===== src/rtl/snake_pkg.sv =====
// Shared types for the snake game: direction encoding, FSM states and
// helpers used by the direction-input front end.
package snake_pkg;

  typedef enum logic [1:0] {
    UP    = 2'd0,
    DOWN  = 2'd1,
    LEFT  = 2'd2,
    RIGHT = 2'd3
  } dir_t;

  typedef enum logic [1:0] {
    IDLE    = 2'd0,
    ARMED   = 2'd1,
    PRESENT = 2'd2
  } fsm_t;

  localparam int NUM_BTNS = 4;

  // UP<->DOWN and LEFT<->RIGHT differ only in bit 0.
  function automatic dir_t opposite(input dir_t d);
    return dir_t'(d ^ 2'b01);
  endfunction

  function automatic logic [NUM_BTNS-1:0] dir_onehot(input dir_t d);
    return NUM_BTNS'(1) << d;
  endfunction

endpackage


===== src/rtl/btn_debounce.sv =====
// One push-button front end: synchroniser, stability counter and a
// single-cycle press pulse on each accepted 0->1 of the debounced level.
module btn_debounce #(
  parameter int DEBOUNCE_CYCLES = 250,
  parameter int SYNC_STAGES     = 2
) (
  input  logic clk,
  input  logic rst,
  input  logic raw,
  output logic press
);

  localparam int CW = (DEBOUNCE_CYCLES > 1) ? $clog2(DEBOUNCE_CYCLES) : 1;
  localparam logic [CW-1:0] CNT_MAX = CW'(DEBOUNCE_CYCLES - 1);

  logic [SYNC_STAGES-1:0] sync;
  logic                   synced;
  logic                   synced_prev;
  logic [CW-1:0]          cnt;
  logic                   level;

  assign synced = sync[SYNC_STAGES-1];

  // Counter restarts on every synchronised edge and saturates once the
  // input has been stable long enough, so it can never wrap.
  always_ff @(posedge clk) begin
    if (rst) begin
      sync        <= '0;
      synced_prev <= 1'b0;
      cnt         <= '0;
      level       <= 1'b0;
      press       <= 1'b0;
    end else begin
      sync        <= SYNC_STAGES'({sync, raw});
      synced_prev <= synced;
      press       <= 1'b0;
      if (synced != synced_prev) begin
        cnt <= '0;
      end else if (cnt != CNT_MAX) begin
        cnt <= cnt + 1'b1;
      end
      if (synced == synced_prev && cnt == CNT_MAX && level != synced) begin
        level <= synced;
        press <= synced;
      end
    end
  end

endmodule


===== src/rtl/snake_dir_input.sv =====
// Turns four bouncing direction buttons into one-hot direction requests
// presented to the snake game during its sampling window.
module snake_dir_input
  import snake_pkg::*;
#(
  parameter int DEBOUNCE_CYCLES = 250,
  parameter int SYNC_STAGES     = 2
) (
  input  logic       clk,
  input  logic       rst,
  input  logic       btn_up,
  input  logic       btn_down,
  input  logic       btn_left,
  input  logic       btn_right,
  input  logic       is_listening,
  output logic       up,
  output logic       down,
  output logic       left,
  output logic       right,
  output logic [1:0] cur_dir,
  output logic       pending_valid
);

  logic [NUM_BTNS-1:0] btn_raw;
  logic [NUM_BTNS-1:0] press_vec;
  logic [NUM_BTNS-1:0] onehot;
  fsm_t                state;
  dir_t                cur_q;
  dir_t                pending_dir;
  dir_t                sel;
  dir_t                dir_ref;
  logic                enter_present;
  logic                accept;

  assign btn_raw = {btn_right, btn_left, btn_down, btn_up};

  for (genvar i = 0; i < NUM_BTNS; i++) begin : g_btn
    btn_debounce #(
      .DEBOUNCE_CYCLES(DEBOUNCE_CYCLES),
      .SYNC_STAGES    (SYNC_STAGES)
    ) u_btn (
      .clk  (clk),
      .rst  (rst),
      .raw  (btn_raw[i]),
      .press(press_vec[i])
    );
  end

  // A press coinciding with the window opening is judged against the
  // direction that is being committed on that same edge.
  always_comb begin
    sel = RIGHT;
    if (press_vec[0])      sel = UP;
    else if (press_vec[1]) sel = DOWN;
    else if (press_vec[2]) sel = LEFT;
    enter_present = (state == ARMED) && is_listening;
    dir_ref       = enter_present ? pending_dir : cur_q;
    accept        = (|press_vec) && (sel != dir_ref) && (sel != opposite(dir_ref));
  end

  always_ff @(posedge clk) begin
    if (rst) begin
      state         <= IDLE;
      cur_q         <= RIGHT;
      pending_dir   <= RIGHT;
      pending_valid <= 1'b0;
      onehot        <= '0;
    end else begin
      case (state)
        IDLE: begin
          if (pending_valid) state <= ARMED;
        end
        ARMED: begin
          if (is_listening) begin
            state  <= PRESENT;
            cur_q  <= pending_dir;
            onehot <= dir_onehot(pending_dir);
          end
        end
        PRESENT: begin
          if (!is_listening) begin
            state  <= IDLE;
            onehot <= '0;
          end
        end
        default: state <= IDLE;
      endcase
      if (accept) begin
        pending_dir   <= sel;
        pending_valid <= 1'b1;
      end else if (enter_present) begin
        pending_valid <= 1'b0;
      end
    end
  end

  assign {right, left, down, up} = onehot;
  assign cur_dir = cur_q;

endmodule


===== config.mk =====
export PLATFORM = sky130hd
export DESIGN_NAME = snake_dir_input
export DESIGN_NICKNAME = d
export VERILOG_FILES = /design/src/rtl/snake_pkg.sv /design/src/rtl/btn_debounce.sv /design/src/rtl/snake_dir_input.sv
export SDC_FILE = /design/constraint.sdc
export NUM_CORES = 1
export LEC_CHECK = 0
export CAP_MARGIN = 20
export CORE_UTILIZATION = 45
export DETAILED_ROUTE_END_ITERATION = 8
export PLACE_DENSITY = 0.62
export SYNTH_ARGS = -nofsm -noshare
export SYNTH_HDL_FRONTEND = slang
export SYNTH_SLANG_ARGS = --single-unit

===== constraint.sdc =====
create_clock -name clk -period 1.84 [get_ports clk]
set_input_delay 0.276 -clock clk [delete_from_list [all_inputs] [get_ports clk]]
set_output_delay 0.276 -clock clk [all_outputs]
set_load 0.05 [all_outputs]

==> results of run 1 <==
layout by cell type (no fill, tap or decap), types with 6 or more instances in the layout:
cell type / count
xor2_1: 17
nor2b_1: 16
clkdlybuf4s50_1: 11
ha_1: 8
nand2_1: 12
a21oi_1: 12
o21ai_0: 10
xnor2_1: 7
inv_1: 6
dfxtp_1: 63
nor2_1: 34
clkbuf_8: 9
and4_1: 6
nand3_1: 12
synth_stat cells, drive strengths merged (5+ instances only):
master and instances:
xnor2 7, xor2 17, inv 7, o21ai 14
mux2i 5, and4b 5, nand3 12, ha 8
or3 5, nand2 12, nor2b 16, and4 6
dfxtp 63, and2 5, nor2 38, a21oi 13
kinds of logic after synthesis:
logic type                 synth area share, %
muxes                                     1.98
buffers and inverters                     1.68
adders and majority gates                 3.95
DFF                                       49.8
xor gates and xnor gates                  8.30
and+or+nand+nor                           24.8
AOI/OAI and AO/OA                         9.49
through the flow:
| step | instance area (µm²) | setup slack [ns] | power [W] |
|---|---|---|---|
| 2_1_floorplan | 2530 | 0.501 | 0.00153 |
| 3_3_place_gp | 2770 | 0.151 | 0.00157 |
| 3_5_place_dp | 2770 | 0.137 | 0.00157 |
| 4_1_cts | 2970 | 0.0382 | 0.00284 |
| 5_1_grt | 2970 | 0.0619 | 0.00292 |
| 6_report | 2970 | 0.0997 | 0.00280 |
area by class of cell:
cell class	count	area share (%)
timing repair buffer	16	5.60
tap	70	2.94
clock inverter	4	2.36
multi-input combinational	189	41.3
inverter	7	0.883
sequential	63	42.4
clock buffer	12	4.54
registers in the layout, indices dropped and copies added (netlist names):
register and flops:
cur_dir 2, g_btn.u_btn.level 4, g_btn.u_btn.sync 8, g_btn.u_btn.cnt 32, g_btn.u_btn.synced_prev 4, onehot 4
state 2, pending_dir 2, pending_valid 1, g_btn.u_btn.press 4
power by group:
| part | switching (W) | leakage (nW) | internal (W) |
|---|---|---|---|
| clock network | 0.000500 | 0.104 | 0.000760 |
| logic | 0.0000593 | 0.516 | 0.0000578 |
| registers | 0.0000280 | 0.512 | 0.00140 |
path summary, 6_finish.rpt:
kind / to / cells past startpoint / start / slack (ns)
min: g_btn[0].u_btn.sync[1] / 1 / g_btn[0].u_btn.sync[0] / 0.44
min reg2reg: g_btn[0].u_btn.sync[1] / 1 / g_btn[0].u_btn.sync[0] / 0.44
max reg2reg: g_btn[2].u_btn.level / 5 / g_btn[2].u_btn.cnt[0] / 0.46
max: right / 1 / onehot[3] / 0.1
what timing repair did:
action | in CTS | in global routing
setup endpoints to repair | 1 | 1
setup buffers | 0 | 0
hold endpoints to repair | 0 | 0
resized for setup | 1 | 1
hold buffers | 0 | 0
layer usage:
layer  part of all wire [%]  track usage (%)  vias up  wire, µm
li1                       -                -      960         -
met1                     55             20.8      824      2210
met2                     41             23.4       23      1640
met3                    2.4             3.57        8        98
met4                    1.7             9.06        0        70
met5                      0                0        -         0
==> out/qor_table.md, run 1 <==
| Item | Reported | Unit |
|---|---|---|
| Run status | finished clean | - |
| Most used flip-flop cell after synthesis | dfxtp_1 | - |
| Total number of placement rows | 26 | - |
| Worst setup SP type | flip-flop | - |
| Unique cell type count in the Yosys netlist | 36 | - |
| Unrepaired setup endpoints after global routing | false | - |
| Async set-reset flop share out of synthesis | 0 | % |
| Initial detailed-routing violation count | 68 | - |
| Final Cycle Share | 94.6 | % |
| Area share of the leading cell type in the synthesized netlist | 49.8 | % |
| Number of iterations in the first detailed-routing pass | 4 | - |
| Residual overflow from global routing | 0 | - |
| Num Clock Sinks | 63 | - |
| Fmax | 575 | MHz |
| Antenna diode count | 0 | - |
| Final cell count without fillers | 361 | - |
| Worst setup path category | reg2out | - |
| Type of the most critical hold path | reg2reg | - |
| Max FO, Critical Path | 2 | - |
| Routed via count | 1815 | - |
| Inserted Clock Buffers | 9 | - |
| Clock tree from TritonCTS | built | - |
| Number of remaining DRC errors | 0 | - |
| Critical path cell sequence | clkdlybuf4s50_1 | - |
| Total Negative Setup Slacks | 0 | ns |
| Io pins | 14 | - |
| Fraction of layout instances using a drive strength above 1 | 8.59 | % |
| Chip height | 77 | µm |
| Power density over the cells | 942 | nW/µm² |
| Max incr delay on CP | 0.80 | ns |
| Post-layout utilization of the core | 56.4 | % |
| Number of warning messages in the yosys log | 0 | - |
| Post-CTS clock slew at the launch and capture registers of the worst setup and hold paths | 0.07 | ns |
| Cell taking the most area after synthesis | dfxtp_1 | - |
| #FFs+latches synth | 63 | - |
| Remaining max-slew budget at the tightest pin | 59.1 | % |
| Via density per instance | 5.03 | - |
| Clk Tree Root Cell | clkbuf_8 | - |
| Required arrival time at the worst endpoint | 1.56 | ns |
| Wire length of the first global-routing pass | 7450 | µm |
| Overall routed net length | 4010 | µm |
| Residual antenna-violating net count after detailed routing | 0 | - |
| Width of the chip | 77 | µm |
| Leakage power total | 1.13 | nW |
| Worst VDD drop | 0.000448 | V |
| Area of the mapped netlist | 2530 | µm² |
| Endpoint type of the worst setup path | output port | - |
| Antenna violations before repair | 0 | - |
| Number of port buffers | 13 | - |
| Largest net degree at the start of global routing | 26 | - |
| Routability congestion estimate | 0.777 | - |
| Layout Skew | 0.00822 | ns |
| EDFF count, synth | 0 | - |
| Clock network latency to the later pin of the worst-skew pair | 0.32 | ns |
| Number of buffers between clock root and the deepest sink | 2 | - |
| Register area | 1260 | µm² |
| Half-perimeter wire length after placement | 2700 | µm |
| Maximum capacitance violations | 0 | - |
| Layout net count | 301 | - |
| Post-layout min period | 1.74 | ns |
| Count of final hold-check violations | 0 | - |
| Global-route usage over all layers | 15.7 | % |
| Signed area change from the synthesized netlist to the final layout | 17.5 | % |
| Setup Viol. Count Final | 0 | - |
| Routed length per placed instance | 11.1 | µm |
| Leading cell types by total area after synthesis | dfxtp_1 50%, xor2_1 5.9%, nor2_1 5.0%, ha_1 4.0%, nor2b_1 4.0% | - |
| Syn Nets | 276 | - |
| Max H-tree Level | 3 | - |
| Number of global-route vias before repair | 1702 | - |
| Synthesized instance count | 261 | - |
| Sequential share of the synthesized area | 49.8 | % |
| Worst path top cell family by delay | buffers and inverters | - |
| Fin. max-slew vios | 0 | - |
| Number of filler instances in the final layout | 482 | - |
| Critical-path top delay cell | clkdlybuf4s50_1 | - |
| Tightest hold margin | 0.443 | ns |
| Area of the multi-input gates | 1230 | µm² |
| Placeable core area | 5270 | µm² |
| Cell total after placement | 345 | - |
| Post-synthesis average cell area | 9.70 | µm² |
| Actual transition at the worst max-transition pin | 0.609 | ns |
| Worst path buffer plus inverter count | 1 | - |
| Floorplan die area | 5930 | µm² |
| Arrival time at the worst endpoint | 1.46 | ns |
| Starting density of the core | 48.0 | % |
(Power assumes the default switching activity.)
==> run 2: changes to the inputs <==
Settings changed: ABC_AREA from default to 1, GPL_ROUTABILITY_DRIVEN from default to 0.
==> run 2 against run 1 <==
Non-clock buffer count is 2 lower. First-iteration DRC count is 28% higher. Via count grew 16%. Die area rose by 6.7%. Core utilization fell by 0.66 points. Sequential share of layout area decreased by 2.3 points. Clock power increased by 6%. Synthesized cell count grew 33%.
==> out/qor_table.md, run 2 <==
| Item | Reported | Unit |
|---|---|---|
| Top post-synthesis cells by count | 70 x nand2_1, 63 x dfxtp_1, 53 x inv_1 | - |
| Max H-tree Level | 3 | - |
| Routed length per placed instance | 9.49 | µm |
| Leakage power total | 1.26 | nW |
| Critical path cell sequence | clkdlybuf4s50_1 | - |
| Worst path top cell family by delay | buffers and inverters | - |
| Inserted Clock Buffers | 9 | - |
| Leading cell types by total area after synthesis | dfxtp_1 47%, nand2_1 9.7%, inv_1 7.4%, a21oi_1 5.0%, nor2_1 4.7% | - |
| Initial detailed-routing violation count | 87 | - |
| #FFs+latches synth | 63 | - |
| Setup Viol. Count Final | 0 | - |
| Number of global-route vias before repair | 1872 | - |
| EDFF count, synth | 0 | - |
| Number of buffers between clock root and the deepest sink | 2 | - |
| Num Clock Sinks | 63 | - |
| Async set-reset flop share out of synthesis | 0 | % |
| Critical-path top delay cell | clkdlybuf4s50_1 | - |
| Number of remaining DRC errors | 0 | - |
| Chip height | 79.6 | µm |
| Overall routed net length | 4240 | µm |
| Wire length of the first global-routing pass | 7610 | µm |
| Total number of placement rows | 27 | - |
| Number of flip-flops under the largest register name | 32 | - |
| Residual overflow from global routing | 0 | - |
| Syn Nets | 362 | - |
| Post-synthesis average cell area | 7.80 | µm² |
| Io pins | 14 | - |
| Signed area change from the synthesized netlist to the final layout | 16.3 | % |
| Cell taking the most area after synthesis | dfxtp_1 | - |
| Width of the chip | 79.6 | µm |
| Floorplan die area | 6330 | µm² |
| Commonest non-fill, non-tap cell in the layout | nand2_1 | - |
| Unique cell type count in the Yosys netlist | 26 | - |
| Commonest cells after routing, fill and taps aside | 70 x nand2_1, 63 x dfxtp_1, 53 x inv_1 | - |
| Actual transition at the worst max-transition pin | 0.499 | ns |
| Total Negative Setup Slacks | 0 | ns |
| Number of filler instances in the final layout | 518 | - |
| Required arrival time at the worst endpoint | 1.56 | ns |
| Cell Area, Placed | 2920 | µm² |
| Remaining max-slew budget at the tightest pin | 66.7 | % |
| Antenna violations before repair | 0 | - |
| Largest Register | g_btn.u_btn.cnt | - |
| Maximum capacitance violations | 0 | - |
| Antenna diode count | 0 | - |
| Fmax | 561 | MHz |
| Area of the mapped netlist | 2710 | µm² |
| Half-perimeter wire length after placement | 2930 | µm |
| Global-route usage over all layers | 15.7 | % |
| Post-CTS clock slew at the launch and capture registers of the worst setup and hold paths | 0.06 | ns |
| Residual antenna-violating net count after detailed routing | 0 | - |
| Clock tree from TritonCTS | built | - |
| Final Cycle Share | 96.8 | % |
| Worst setup SP type | flip-flop | - |
| Via density per instance | 4.70 | - |
| Fin. max-slew vios | 0 | - |
| Power density over the cells | 914 | nW/µm² |
| Max FO, Critical Path | 3 | - |
| Clk Tree Root Cell | clkbuf_8 | - |
| Top-count cell post-synth | nand2_1 | - |
| Type of the most critical hold path | reg2reg | - |
| Run status | finished clean | - |
| Max incr delay on CP | 0.82 | ns |
| Sequential share of the synthesized area | 46.6 | % |
| Number of iterations in the first detailed-routing pass | 4 | - |
| Synthesized instance count | 347 | - |
| Number of port buffers | 13 | - |
| Starting density of the core | 48.0 | % |
| Worst VDD drop | 0.000535 | V |
| Area share of the leading cell type in the synthesized netlist | 46.6 | % |
| Post-layout min period | 1.78 | ns |
| Unrepaired setup endpoints after global routing | false | - |
| Routed via count | 2100 | - |
| Number of warning messages in the yosys log | 0 | - |
| Layout Skew | 0.00583 | ns |
| Tightest hold margin | 0.404 | ns |
| Arrival time at the worst endpoint | 1.51 | ns |
| Clock network latency to the later pin of the worst-skew pair | 0.33 | ns |
| Count of final hold-check violations | 0 | - |
| Fraction of layout instances using a drive strength above 1 | 11.5 | % |
| Worst setup path category | reg2out | - |
| Finished Cell Area | 3150 | µm² |
| Largest net degree at the start of global routing | 22 | - |
| Most used flip-flop cell after synthesis | dfxtp_1 | - |
| Endpoint type of the worst setup path | output port | - |
| Layout net count | 385 | - |
| Placeable core area | 5640 | µm² |
| Regs by FF count | g_btn.u_btn.cnt: 32 flops, g_btn.u_btn.sync: 8 flops | - |
| Worst path buffer plus inverter count | 1 | - |
-- run 2: per-layer routing --
metal	up-vias	routed length (µm)	share of wire (%)	track usage [%]
met1	925	2130	50	18.7
met5	-	0	0	0
met2	31	1850	44	24.6
met4	0	41	0.97	5.45
met3	6	217	5.1	7.20
li1	1138	-	-	-
-- run 2: layout make-up --
cell class | instances | area (µm²) | share of cell area, %
Sequential cell | 63 | 1260 | 40.1
Multi-Input combinational cell | 226 | 1220 | 38.9
Inverter | 56 | 211 | 6.72
Clock buffer | 13 | 159 | 5.05
Timing Repair Buffer | 14 | 136 | 4.33
Tap cell | 72 | 90.1 | 2.86
Clock inverter | 3 | 65.1 | 2.07
-- run 2: worst paths after layout --
kind                                from                      to  slack, ns  cells past startpoint
setup / recovery           pending_valid           pending_valid       0.06                      1
hold reg to reg   g_btn[3].u_btn.sync[0]  g_btn[3].u_btn.sync[1]       0.40                      2
setup reg to reg   g_btn[3].u_btn.cnt[0]   g_btn[3].u_btn.cnt[4]       0.60                      4
hold / removal    g_btn[3].u_btn.sync[0]  g_btn[3].u_btn.sync[1]       0.40                      2
-- run 2: worst min-delay path, delay by kind of cell, from the launching register on --
kind | cells | cell delay [ns]
flip-flops | 1 | 0.30
buffers and inverters | 1 | 0.04
AND/OR/NAND/NOR | 1 | 0.03
-- run 2: logic make-up after synthesis --
group                      count (synthesis)  share of synthesized area (%)
xor gates and xnor gates                   8                           2.59
buffers and inverters                     58                           8.18
DFF                                       63                           46.6
AOI/OAI and AO/OA                         38                           7.67
and+or+nand+nor                          172                           31.3
adders and majority gates                  8                           3.70
-- run 2: report_power, final --
part	leakage (nW)	internal [W]	total, W	switching (W)
combinational	0.634	0.0000517	0.000116	0.0000642
clock	0.114	0.000836	0.00134	0.000501
sequential	0.512	0.00140	0.00142	0.0000281
total	1.26	0.00228	0.00288	0.000593
-- run 2: per-stage QoR --
stage               instances  setup WS [ns]  total power, W  util [%]
floorplan                 347          0.699         0.00153         -
global placement          431          0.341         0.00157      51.8
detailed placement        431          0.314         0.00157      51.8
CTS                       447         0.0455         0.00292      55.8
global route              447        0.00120         0.00301      55.8
finish                    447         0.0589         0.00288      55.8
-- run 2: repair_timing --
| item | CTS | global route |
|---|---|---|
| gates resized for setup | 1 | 0 |
| hold buffers | 0 | 0 |
| setup buffers | 0 | 0 |
| setup endpoints to repair | 1 | 0 |
==> run 3: changes to the inputs <==
Settings changed: MAX_ROUTING_LAYER from default to met4, PLACE_DENSITY 0.62 to 0.71.
==> run 3 against run 2 <==
Via count increased by 0.76%. Fmax fell by 0.49%. Critical path depth did not move. Largest cell class unchanged. Routed wire length rose by 2.4%. Largest power group unchanged. Final area shrank 2.3%.
==> out/qor_table.md, run 3 (synthesis results as in run 2) <==
| Item | Reported | Unit |
|---|---|---|
| Post-layout min period | 1.79 | ns |
| Worst setup path category | reg2out | - |
| Startpoint of the most critical hold path | g_btn[2].u_btn.sync[0] | - |
| Endpoint type of the worst setup path | output port | - |
| Antenna violations before repair | 0 | - |
| Floorplan die area | 6330 | µm² |
| Final Cycle Share | 97.3 | % |
| Clk Tree Root Cell | clkbuf_8 | - |
| Global-route met2 utilization | 25.4 | % |
| Number of port buffers | 13 | - |
| Path depth of the worst reg2reg path | 8 | - |
| Fraction of layout instances using a drive strength above 1 | 11.3 | % |
| Signed area change from the synthesized netlist to the final layout | 13.6 | % |
| Type of the most critical hold path | reg2reg | - |
| Critical-path top delay cell | clkdlybuf4s50_1 | - |
| Largest net degree at the start of global routing | 22 | - |
| Arrival time at the worst endpoint | 1.51 | ns |
| Number of global-route vias before repair | 1967 | - |
| Worst path top cell family by delay | buffers and inverters | - |
| Cell total after placement | 431 | - |
| Number of iterations in the first detailed-routing pass | 4 | - |
| Most Used Layer, Global Route | met2 | - |
| Cell Area, Placed | 2920 | µm² |
| Fmax | 559 | MHz |
| Antenna diode count | 0 | - |
| Total Negative Setup Slacks | 0 | ns |
| Maximum capacitance violations | 0 | - |
| Regs by FF count | g_btn.u_btn.cnt: 32 flops, g_btn.u_btn.sync: 8 flops | - |
| Actual transition at the worst max-transition pin | 0.502 | ns |
| Routed length per placed instance | 9.79 | µm |
| Setup WS post-layout | 0.0502 | ns |
| Total number of placement rows | 27 | - |
| Max H-tree Level | 3 | - |
| Setup Viol. Count Final | 0 | - |
| Unrepaired setup endpoints after global routing | false | - |
| Startpoint of the most critical register-to-register path | g_btn[0].u_btn.cnt[0] | - |
| Via density per instance | 4.77 | - |
| Final cell count without fillers | 444 | - |
| Clock network latency to the later pin of the worst-skew pair | 0.34 | ns |
| Global-route usage over all layers | 16.8 | % |
| Chip height | 79.6 | µm |
| Worst setup SP type | flip-flop | - |
| Wire length of the first global-routing pass | 7910 | µm |
| Layout net count | 385 | - |
| Starting density of the core | 48.0 | % |
| Number of buffers between clock root and the deepest sink | 2 | - |
| Max FO, Critical Path | 3 | - |
| Post-CTS Repair Setup Buffers | 0 | - |
| Placeable core area | 5640 | µm² |
| Num Clock Sinks | 63 | - |
| Worst slack at placement | 0.279 | ns |
| Residual overflow from global routing | 0 | - |
| Number of remaining DRC errors | 0 | - |
| Met1 global-route usage | 19.0 | % |
| Finished Cell Area | 3080 | µm² |
| Io pins | 14 | - |
| Critical path cell sequence | clkdlybuf4s50_1 | - |
| Count of cells along the worst hold path | 2 | - |
| Number of filler instances in the final layout | 517 | - |
| Power density over the cells | 819 | nW/µm² |
| Initial detailed-routing violation count | 103 | - |
| Commonest cells after routing, fill and taps aside | 70 x nand2_1, 63 x dfxtp_1, 53 x inv_1 | - |
| Routed via count | 2116 | - |
| Overall routed net length | 4350 | µm |
| Max incr delay on CP | 0.82 | ns |
| Number of flip-flops under the largest register name | 32 | - |
| Commonest non-fill, non-tap cell in the layout | nand2_1 | - |
| Remaining max-slew budget at the tightest pin | 66.5 | % |
| Count of final hold-check violations | 0 | - |
| Required arrival time at the worst endpoint | 1.56 | ns |
| Setup slack, reg-to-reg | 0.62 | ns |
| Leakage power total | 1.23 | nW |
| Run status | finished clean | - |
| Post-CTS resize count | 0 | - |
| Post-CTS clock slew at the launch and capture registers of the worst setup and hold paths | 0.06 | ns |
| Inserted Clock Buffers | 9 | - |
| Number of buffers inserted by hold repair at cts | 0 | - |
| Layout Skew | 0.00675 | ns |
| Half-perimeter wire length after placement | 3120 | µm |
| Largest Register | g_btn.u_btn.cnt | - |
| Worst path buffer plus inverter count | 1 | - |
| Residual antenna-violating net count after detailed routing | 0 | - |
| Hold Path Sink | g_btn[2].u_btn.sync[1] | - |
| Clock tree from TritonCTS | built | - |
| Width of the chip | 79.6 | µm |
| Reg2reg end | g_btn[0].u_btn.level | - |
| Met3 layer usage reported by global route | 4.57 | % |
| Fin. max-slew vios | 0 | - |
| Worst VDD drop | 0.000451 | V |
==> run 3: report_power, final <==
part / switching (W) / total (W) / leakage, nW / internal (W)
sequential: 0.0000287 / 0.00143 / 0.512 / 0.00140
combinational: 0.0000637 / 0.000115 / 0.638 / 0.0000513
clock: 0.000480 / 0.000978 / 0.0809 / 0.000498
==> run 3: worst max-delay path by stage <==
stage	from	slack, ns	to	cells after the start
floorplan	cur_dir[1]	0.70	pending_dir[0]	5
global placement	is_listening	0.34	pending_dir[0]	8
detailed placement	is_listening	0.28	pending_dir[0]	8
CTS	cur_dir[1]	0.004	cur_dir[1]	1
global route	pending_valid	0.006	pending_valid	1
finish	pending_valid	0.05	pending_valid	1
==> run 3: layer usage <==
metal / wire length (µm) / vias up / part of all wire [%]
met5: 0 / - / 0
met4: 77 / 0 / 1.8
met3: 156 / 7 / 3.6
met2: 1930 / 32 / 44
met1: 2180 / 938 / 50
li1: - / 1139 / -
==> run 3: final cells by class <==
cell class                 count  area, µm²  share of cell area, %
clock buffer                  11        141                   4.60
multi-input combinational    226       1220                   39.8
timing repair buffer          14        138                   4.48
inverter                      56        211                   6.88
clock inverter                 2       10.0                  0.325
tap                           72       90.1                   2.93
sequential                    63       1260                   41.0
==> run 3: stage by stage <==
step	hold WS (ns)	util [%]	total power, W
floorplan	0.359	-	0.00153
CTS	0.404	54.5	0.00255
global placement	0.391	51.8	0.00157
detailed placement	0.396	51.8	0.00157
global route	0.428	54.5	0.00264
finish	0.403	54.5	0.00252
